## config.mk

```make
export PLATFORM = sky130hd
export DESIGN_NAME = fetch_controller
export DESIGN_NICKNAME = d
export VERILOG_FILES = /design/src/rtl/fetch_pkg.sv /design/src/rtl/fetch_fifo.sv /design/src/rtl/fetch_controller.sv
export SDC_FILE = /design/constraint.sdc
export NUM_CORES = 1
export LEC_CHECK = 0
export BUFFER_PORTS_ARGS = -buffer_cell sky130_fd_sc_hd__buf_2
export CAP_MARGIN = 10
export CORE_ASPECT_RATIO = 1.4
export CORE_MARGIN = 2
export CORE_UTILIZATION = 45
export DETAILED_ROUTE_END_ITERATION = 12
export GPL_TIMING_DRIVEN = 0
export PLACE_DENSITY = 0.63
export RECOVER_POWER = 50
export SETUP_SLACK_MARGIN = 0.05
export SYNTH_ARGS = -nofsm -noshare
export SYNTH_HDL_FRONTEND = slang
export SYNTH_SLANG_ARGS = --single-unit
export TNS_END_PERCENT = 5
```

## constraint.sdc

```tcl
create_clock -name clk -period 7.15 [get_ports clk]
set_input_delay 0 -clock clk [delete_from_list [all_inputs] [get_ports clk]]
set_output_delay 0 -clock clk [all_outputs]
set_load 0.05 [all_outputs]
```

## src/rtl/fetch_pkg.sv

```systemverilog
// rtl/fetch_pkg.sv - shared widths, states and buffer entry type for the fetch stage
`ifndef RISCV_ADDR_WIDTH
`define RISCV_ADDR_WIDTH 32
`endif
`ifndef RISCV_WORD_WIDTH
`define RISCV_WORD_WIDTH 32
`endif

package fetch_pkg;
  localparam int ADDR_W           = `RISCV_ADDR_WIDTH;
  localparam int WORD_W           = `RISCV_WORD_WIDTH;
  localparam int FETCH_WORD_BYTES = 4;

  typedef enum logic [1:0] {
    BOOT  = 2'd0,
    RUN   = 2'd1,
    DRAIN = 2'd2
  } fetch_state_e;

  typedef struct packed {
    logic [ADDR_W-1:0] addr;
    logic [WORD_W-1:0] data;
  } fetch_entry_t;
endpackage

```

## src/rtl/fetch_fifo.sv

```systemverilog
// rtl/fetch_fifo.sv - in-order prefetch buffer; slot 0 is always the head so outputs come straight from flops
module fetch_fifo
  import fetch_pkg::*;
#(
  parameter int  DEPTH = 2,
  localparam int CNT_W = $clog2(DEPTH) + 1,
  localparam int IDX_W = $clog2(DEPTH)
) (
  input  logic             clk,
  input  logic             rst,
  input  logic             i_push,
  input  logic             i_pop,
  input  logic             i_flush,
  input  fetch_entry_t     i_entry,
  output fetch_entry_t     o_head,
  output logic             o_valid,
  output logic [CNT_W-1:0] o_count
);
  fetch_entry_t     r_mem [DEPTH];
  logic [CNT_W-1:0] r_count;
  logic             r_valid;
  logic             w_pop;
  logic             w_push;
  logic [CNT_W-1:0] w_count_n;
  logic [IDX_W-1:0] w_wr_idx;

  assign w_pop     = i_pop && (r_count != '0);
  assign w_push    = i_push && ((r_count < CNT_W'(DEPTH)) || w_pop);
  assign w_count_n = i_flush ? '0 : r_count + CNT_W'(w_push) - CNT_W'(w_pop);
  assign w_wr_idx  = IDX_W'(r_count - CNT_W'(w_pop));

  always_ff @(posedge clk or posedge rst) begin
    if (rst) begin
      for (int i = 0; i < DEPTH; i++) r_mem[i] <= '0;
      r_count <= '0;
      r_valid <= 1'b0;
    end else begin
      r_count <= w_count_n;
      r_valid <= (w_count_n != '0);
      if (!i_flush) begin
        // shift first so a simultaneous push lands behind the surviving entries
        if (w_pop) for (int i = 0; i < DEPTH - 1; i++) r_mem[i] <= r_mem[i+1];
        if (w_push) r_mem[w_wr_idx] <= i_entry;
      end
    end
  end

  assign o_head  = r_mem[0];
  assign o_valid = r_valid;
  assign o_count = r_count;
endmodule

```

## src/rtl/fetch_controller.sv

```systemverilog
// rtl/fetch_controller.sv - PC sequencing, memory request issue, prefetch buffering and redirect flushing
module fetch_controller
  import fetch_pkg::*;
#(
  parameter logic [ADDR_W-1:0] RESET_ADDR = 32'h0000_0000,
  parameter int                DEPTH      = 2
) (
  input  logic              clk,
  input  logic              rst,
  output logic              mem_req_o,
  output logic [ADDR_W-1:0] mem_addr_o,
  input  logic              mem_gnt_i,
  input  logic              mem_rvalid_i,
  input  logic [WORD_W-1:0] mem_rdata_i,
  output logic [WORD_W-1:0] instr_o,
  output logic [ADDR_W-1:0] instr_addr_o,
  output logic              instr_valid_o,
  input  logic              instr_req_i,
  input  logic [ADDR_W-1:0] target_addr_i,
  input  logic              target_valid_i
);
  localparam int             CNT_W   = $clog2(DEPTH) + 1;
  localparam logic [CNT_W:0] DEPTH_L = (CNT_W + 1)'(DEPTH);
  localparam logic [ADDR_W-1:0] STEP = ADDR_W'(FETCH_WORD_BYTES);

  fetch_state_e      r_state, w_state_n;
  logic              r_req;
  logic [ADDR_W-1:0] r_addr, r_pc, r_rsp_pc, w_base;
  logic [CNT_W-1:0]  r_outstanding, r_discard, w_out_n, w_discard_n;
  logic [CNT_W-1:0]  w_fifo_count, w_fifo_count_n;
  logic              w_grant, w_pending, w_resp, w_push, w_pop, w_issue;
  fetch_entry_t      w_push_entry, w_head;

  assign w_grant   = r_req && mem_gnt_i;
  assign w_pending = r_req && !mem_gnt_i;
  // responses with nothing tracked belong to requests issued before a reset
  assign w_resp    = mem_rvalid_i && (r_outstanding != '0);
  assign w_push    = w_resp && (r_discard == '0) && !target_valid_i;
  assign w_pop     = instr_valid_o && instr_req_i && !target_valid_i;
  assign w_base    = target_valid_i ? (target_addr_i & ~ADDR_W'(FETCH_WORD_BYTES - 1)) : r_pc;
  assign w_fifo_count_n = target_valid_i ? '0
                        : w_fifo_count + CNT_W'(w_push) - CNT_W'(w_pop);
  assign w_issue   = (r_state != BOOT) && (({1'b0, w_out_n} + {1'b0, w_fifo_count_n}) < DEPTH_L);
  assign w_push_entry = '{addr: r_rsp_pc, data: mem_rdata_i};

  always_comb begin
    w_out_n     = r_outstanding + CNT_W'(w_grant) - CNT_W'(w_resp);
    w_discard_n = r_discard;
    if (target_valid_i)
      w_discard_n = w_out_n + CNT_W'(w_pending);
    else if (w_resp && (r_discard != '0))
      w_discard_n = r_discard - CNT_W'(1);
  end

  always_comb begin
    w_state_n = r_state;
    case (r_state)
      BOOT:       w_state_n = RUN;
      RUN, DRAIN: w_state_n = (w_discard_n != '0) ? DRAIN : RUN;
      default:    w_state_n = BOOT;
    endcase
  end

  always_ff @(posedge clk or posedge rst) begin
    if (rst) r_state <= BOOT;
    else     r_state <= w_state_n;
  end

  // r_pc is the next address not yet issued; r_rsp_pc is the address of the next kept response
  always_ff @(posedge clk or posedge rst) begin
    if (rst) begin
      r_req         <= 1'b0;
      r_addr        <= RESET_ADDR;
      r_pc          <= RESET_ADDR;
      r_rsp_pc      <= RESET_ADDR;
      r_outstanding <= '0;
      r_discard     <= '0;
    end else begin
      r_outstanding <= w_out_n;
      r_discard     <= w_discard_n;
      if (target_valid_i)
        r_rsp_pc <= w_base;
      else if (w_push)
        r_rsp_pc <= r_rsp_pc + STEP;
      if (w_pending) begin
        if (target_valid_i) r_pc <= w_base;
      end else begin
        r_req <= w_issue;
        if (w_issue) begin
          r_addr <= w_base;
          r_pc   <= w_base + STEP;
        end else begin
          r_pc   <= w_base;
        end
      end
    end
  end

  fetch_fifo #(.DEPTH(DEPTH)) u_fifo (
    .clk     (clk),
    .rst     (rst),
    .i_push  (w_push),
    .i_pop   (w_pop),
    .i_flush (target_valid_i),
    .i_entry (w_push_entry),
    .o_head  (w_head),
    .o_valid (instr_valid_o),
    .o_count (w_fifo_count)
  );

  assign mem_req_o    = r_req;
  assign mem_addr_o   = r_addr;
  assign instr_o      = w_head.data;
  assign instr_addr_o = w_head.addr;
endmodule

```

* Word-level counts from Yosys, hierarchy flattened *
Cells that the tools add are included.

operators by class
  eq/ne operators = 3
  bitwise gates (word level) = 3
  magnitude comparators = 4
  mux-type cells = 18
  $add $sub $neg = 12
  reduce and logical (&&, ||, !) cells = 27

operator list
  operator                                                     number
  2-to-1 mux 32 bit                                            6
  2-to-1 mux 64 bit                                            3
  bitwise mux 128 bit                                          1
  2-to-1 mux 128 bit                                           1
  adder 32 x 3 -> 32 bit (second input constant)               2
  demux 64 bit (select 1 bit)                                  1
  nonzero test 2 bit                                           7
  logical AND 1 bit                                            12
  2-to-1 mux 2 bit                                             5
  adder 2 x 1 -> 2 bit                                         4
  subtractor 2 x 1 -> 2 bit                                    3
  zero test 2 bit                                              2
  one-hot mux 2 bit (2 select lines)                           1
  AND reduction 2 bit                                          2
  adder 2 x 2 -> 3 bit                                         1
  less-than comparator 3 x 2 -> 1 bit (second input constant)  1
  equality test 2 x 1 -> 1 bit (second input constant)         1
  equality test 2 bit (second input constant)                  1
  greater-or-equal comparator 2 bit (second input constant)    1
  zero test 1 bit                                              2
  less-than comparator 2 x 1 -> 1 bit (second input constant)  1
  less-than comparator 2 bit (second input constant)           1
  inequality test 2 bit (second input constant)                1
  NOT 1 bit                                                    2
  other kinds (5)                                              5

storage, ports and cells
  logic and storage cells = 80
  register bits after elaboration = 234
  input port bits = 70
  output and inout port bits = 98

* Depth between registers and ports, before layout *
  depth after elaboration = 12
  mapped depth = 18
  gate-level depth less buffers = 16

* Hierarchy *
From an unflattened synthesis, not the netlist that was laid out.

unflattened totals
  cells, all modules = 1149
  area, all modules = 11890.2 sq um

by module, submodules not included
  module            cells each  instances  area each (sq um)
  fetch_fifo        578         1          6453.7
  fetch_controller  571         1          5436.5

* Least setup slack after synthesis *
No wires, ideal clock.

  path kind = reg-to-reg
  from = register r_discard[0]
  to = register r_pc[29]
  period minus slack after synthesis = 4.147 ns
  cell stages (with the launch flop) = 19
  setup slack = 3.003 ns
  data arrival time = 4.016 ns
  setup time = 0.131 ns
  path through = dfrtp_1 -> inv_1 -> ha_1 -> o211ai_1 -> or2_2 -> ha_1 -> inv_1 -> ha_1 -> xnor2_1 -> nor2_1 -> fa_1 -> or3_4 -> buf_6 -> a211oi_4 -> or4b_1 -> buf_2 -> nor2_2 -> nand4_1 -> xor2_1

between the ends
  word-level cells in the longest chain between the ends = 11

ends and longest elaborated chain
  item                                 RTL line                RTL
  start, declared                      fetch_controller.sv:29  logic [CNT_W-1:0] r_outstanding, r_discard, w_out_n, w_discard_n;
  start signal, assigned               fetch_controller.sv:80  r_discard <= w_discard_n;
  zero test 2 bit                      fetch_controller.sv:38  assign w_push = w_resp && (r_discard == '0) && !target_valid_i;
  logical AND 1 bit (2 in a row)       fetch_controller.sv:38
  adder 2 x 1 -> 2 bit                 fetch_controller.sv:42  : w_fifo_count + CNT_W'(w_push) - CNT_W'(w_pop);
  subtractor 2 x 1 -> 2 bit            fetch_controller.sv:42
  2-to-1 mux 2 bit                     fetch_controller.sv:41  assign w_fifo_count_n = target_valid_i ? '0
  adder 2 x 2 -> 3 bit                 fetch_controller.sv:43  assign w_issue = (r_state != BOOT) && (({1'b0, w_out_n} + {1'b0, w_fifo_count_n}) < DEPTH_L);
  less-than comparator 3 x 2 -> 1 bit  fetch_controller.sv:43
  logical AND 1 bit                    fetch_controller.sv:43
  2-to-1 mux 32 bit                    fetch_controller.sv:89  if (w_issue) begin
  2-to-1 mux 32 bit                    fetch_controller.sv:85  if (w_pending) begin
  end signal, assigned                 fetch_controller.sv:86  if (target_valid_i) r_pc <= w_base;
  end signal, assigned                 fetch_controller.sv:91  r_pc <= w_base + STEP;
  end signal, assigned                 fetch_controller.sv:93  r_pc <= w_base;
  end, declared                        fetch_controller.sv:28  logic [ADDR_W-1:0] r_addr, r_pc, r_rsp_pc, w_base;

No other way between the ends.
A chain may end at the register's enable or synchronous reset.

* Worst setup path in the final report *
  from = input target_valid_i
  to = register r_pc[26]

between the ends
  word-level cells in the longest chain between the ends = 10

ends and longest elaborated chain
  item                                 RTL line                RTL
  start, declared                      fetch_controller.sv:20  input logic target_valid_i
  zero test 1 bit                      n/a
  logical AND 1 bit                    fetch_controller.sv:38
  adder 2 x 1 -> 2 bit                 fetch_controller.sv:42
  subtractor 2 x 1 -> 2 bit            fetch_controller.sv:42
  2-to-1 mux 2 bit                     fetch_controller.sv:41
  adder 2 x 2 -> 3 bit                 fetch_controller.sv:43
  less-than comparator 3 x 2 -> 1 bit  fetch_controller.sv:43
  logical AND 1 bit                    fetch_controller.sv:43
  2-to-1 mux 32 bit                    fetch_controller.sv:89
  2-to-1 mux 32 bit                    fetch_controller.sv:85

Parallel ways exist; a longest one is shown, timed or not. The select of a mux whose other input is x is not followed.

==> impl_metrics.toml <==
[timing]
finalHoldViolCount = 0
period_share_pct = 80.9
fmax_mhz = 173
finalMaxSlewViolations = 116
slew-limit-headroom_pct = -98.8
hold_ws_ns = 0.0532
clock-skew-final_ns = 0.00745
setup_viol = 0
worstMarginPinSlew_ns = 2.98
fin_crit_ns = 5.78
rsz0062_at_grt = "no"

[route]
vias_per_cell = 5.20
drc_errors = 0
drtIter0Drc = 480
wire_per_inst_um = 17.2
drtAntennaViolNets = 0
vias = 9071
drtPass1Iterations = 5
routed_wl_mm = 29.9

[cells_and_area]
insertedDiodeCount = 0
final.fill_count = 2321
drive_above_1_share_pct = 19.1
fin_nets = 1491
area_growth_pct = 23.5

[logic_synthesis]
syn_area_sq_um = 11500
synthArstFlopShare_pct = 100
ys_seq_area_share_pct = 51.0
synth.distinct_cells = 52
synth-edff-count = 0
yosysWarningCount = 0
avgSynthCellArea_sq_um = 9.99
synth_fp_nets = 1232
synth_flop_cell = "dfrtp_1"
synth_cells = 1149
ys_ff_latch = 234

[worst_setup_path]
crit_path_frequent_cell = "buf_2"
required_ns = 7.53
critPathMaxFanout = 10
crit_type = "in2reg"
crit_family = "buffers and inverters"
cp_cell_sequence = "dlygate4sd3_1 > buf_2 > buf_2 > buf_2 > clkbuf_1 > clkbuf_1 > clkbuf_1 > buf_2 > nor2_1 > fa_1 > or3_4 > buf_6 > nor3_1 > nand4_1 > a21oi_1 > xnor2_1 > mux2i_1"
worst_path_max_delay_cell = "nor3_1"
cp-end-kind = "flip-flop"
critPathLaunchType = "input port"
cp_num_buf_inv = 9
slowest_delay_ns = 0.65
critPathArrivalTime_ns = 6.16

[hold_path]
hold_class = "in2reg"

[place]
dp_hpwl_mm = 21.5
io_buffer_count = 165
routabilityCongestion = 0.856

[clock_network]
clkLatencyLatePin_ns = 0.52
cts_buffer_depth = 3
cts_buffers = 24
clk_pin_slew_worst_paths_ns = 0.06
cts_tree = "built"
clockRootBuffer = "clkbuf_16"
cts.sinks = 234
htree_levels = 1
post_cts_resized = 0

[power_and_ir_drop]
pwr-share-seq_pct = 35.4
swShare_pct = 41.6
ir_drop_mv = 0.282
static-leakage-power_nw = 6.19
power_frac_clock_pct = 24.0
switchingPower_w = 0.00243
p_int_w = 0.00342
p_total_w = 0.00585
powerDensity_nw_per_um2 = 413
power_frac_comb_pct = 40.6

[global_route]
grt_overflow = 0
antenna_found_initial = 0
grt.total_usage_pct = 22.3
grt_pass1_wl_mm = 48.4
grt_pass1_vias = 9318
grt_max_degree = 117

[outcome]
failed_checks = "capacitance limit, slew limit"
outcome = "complete, but fails checks"

[die]
die_y_um = 193
dieArea_sq_um = 26800
rows = 69
start_util_pct = 45.5
ios = 168
die_w_um = 139
coreArea_sq_um = 25200

[flow_run]
maxCapViolations = 2
-- Yosys cell counts (17+ instances only) --
cell type / count / area share [%]
nand2_1: 170 / 5.6
buf_4: 64 / 4.2
buf_2: 18 / 0.79
or3_1: 66 / 3.6
xor2_1: 37 / 2.8
nand3_1: 17 / 0.74
nor2_1: 32 / 1.0
o21ai_0: 183 / 8.0
xnor2_1: 35 / 2.7
dfrtp_1: 234 / 51
mux2_2: 67 / 6.6
inv_1: 22 / 0.72
clkbuf_1: 45 / 1.5
mux2i_1: 26 / 2.3
-- cell families (layout without fill, tap and decap cells) --
group / count (synthesis) / after routing / share of synthesized area, %
muxes: 93 / 93 / 8.84
DFF: 234 / 234 / 51.0
adders and majority gates: 13 / 13 / 1.48
buffers and inverters: 155 / 431 / 7.43
AOI/OAI and AO/OA: 221 / 221 / 10.3
and+or+nand+nor: 361 / 361 / 15.4
xor gates and xnor gates: 72 / 72 / 5.50
-- metal layers --
layer | vias up | global-route usage, % | wire length, um
met3 | 46 | 2.37 | 1310
met5 | - | 0 | 0
met1 | 4406 | 27.8 | 12500
met2 | 240 | 41.1 | 15300
met4 | 0 | 6.64 | 769
li1 | 4379 | - | -
-- area by class of cell --
type	instances	area [sq um]	area share (%)
tap	319	399	2.82
inverter	22	83.8	0.592
clock inverter	7	140	0.989
multi-input combinational	760	4770	33.6
clock buffer	36	757	5.34
sequential	234	5860	41.3
timing repair buffer	233	1400	9.86
buffer	133	769	5.43
-- timing repair --
action | in CTS | in global routing
setup buffers | 0 | 0
endpoints found under the setup margin | 0 | 0
hold buffers | 66 | 0
hold endpoints to repair | 298 | 0
-- worst register-to-register path, cell delays in order (launching register included) --
cell and delay, ns:
dfrtp_1 0.39, inv_1 0.06, ha_1 0.18, o211ai_1 0.27
or2_2 0.38, ha_1 0.28, inv_1 0.04, ha_1 0.18
xnor2_1 0.16, nor2_1 0.07, fa_1 0.46, or3_4 0.39
buf_6 0.14, nor3_1 0.65, nand4_1 0.27, a21oi_1 0.32
xnor2_1 0.16, mux2i_1 0.09
-- final timing paths --
path	startpoint	to	slack, ns	cells after the start
max	target_valid_i	r_pc[26]	1.37	17
min	mem_rvalid_i	r_rsp_pc[4]	0.05	4
max reg2reg	r_discard[0]	r_pc[26]	2.52	17
min reg2reg	mem_addr_o[26]	mem_addr_o[26]	0.49	2
max in group asynchronous	rst	asynchronous set/reset pin	2.70	5
min in group asynchronous	rst	u_fifo.o_head[23]	0.93	4
-- per-stage QoR --
stage / setup slack, ns / TNS, ns / instances / instance area (sq um) / utilization [%]
3_3_place_gp: -2.03 / -469.14 / 1633 / 12700 / 50.4
4_1_cts: 1.29 / 0 / 1744 / 14300 / 56.8
5_1_grt: 0.995 / 0 / 1744 / 14200 / 56.2
3_5_place_dp: 1.31 / 0 / 1635 / 12800 / 50.6
6_report: 1.37 / 0 / 1744 / 14200 / 56.2
2_1_floorplan: 0.732 / 0 / 1149 / 11500 / -
-- power groups by stage --
stage                     clock (W)  sequential, W  combinational (W)
after floorplan                   0        0.00230            0.00162
after global placement            0        0.00207            0.00239
after detailed placement          0        0.00209            0.00243
after CTS                   0.00143        0.00207            0.00247
after global routing        0.00148        0.00213            0.00259
final                       0.00141        0.00207            0.00238
-- cell usage in the layout, fill, tap and decap left out, drive strengths merged, types with 3 or more instances in the layout --
master | synthesis | layout
o21ai | 187 | 187
nor2b | 9 | 9
xnor2 | 35 | 35
nand2b | 12 | 12
nor2 | 33 | 33
nand2 | 170 | 170
nand3 | 17 | 17
dlygate4sd3 | 0 | 66
nand4 | 13 | 13
buf | 88 | 156
clkbuf | 45 | 180
inv | 22 | 21
and2 | 5 | 5
nor3 | 8 | 8
bufinv | 0 | 4
nor4 | 6 | 6
clkinvlp | 0 | 3
nand3b | 3 | 3
o21a | 3 | 3
a31oi | 10 | 10
nand4b | 4 | 4
xor2 | 37 | 37
mux2 | 67 | 67
or3 | 67 | 67
ha | 12 | 12
a21oi | 8 | 8
or2 | 4 | 4
dfrtp | 234 | 234
mux2i | 26 | 26
(Power assumes the default switching activity.)
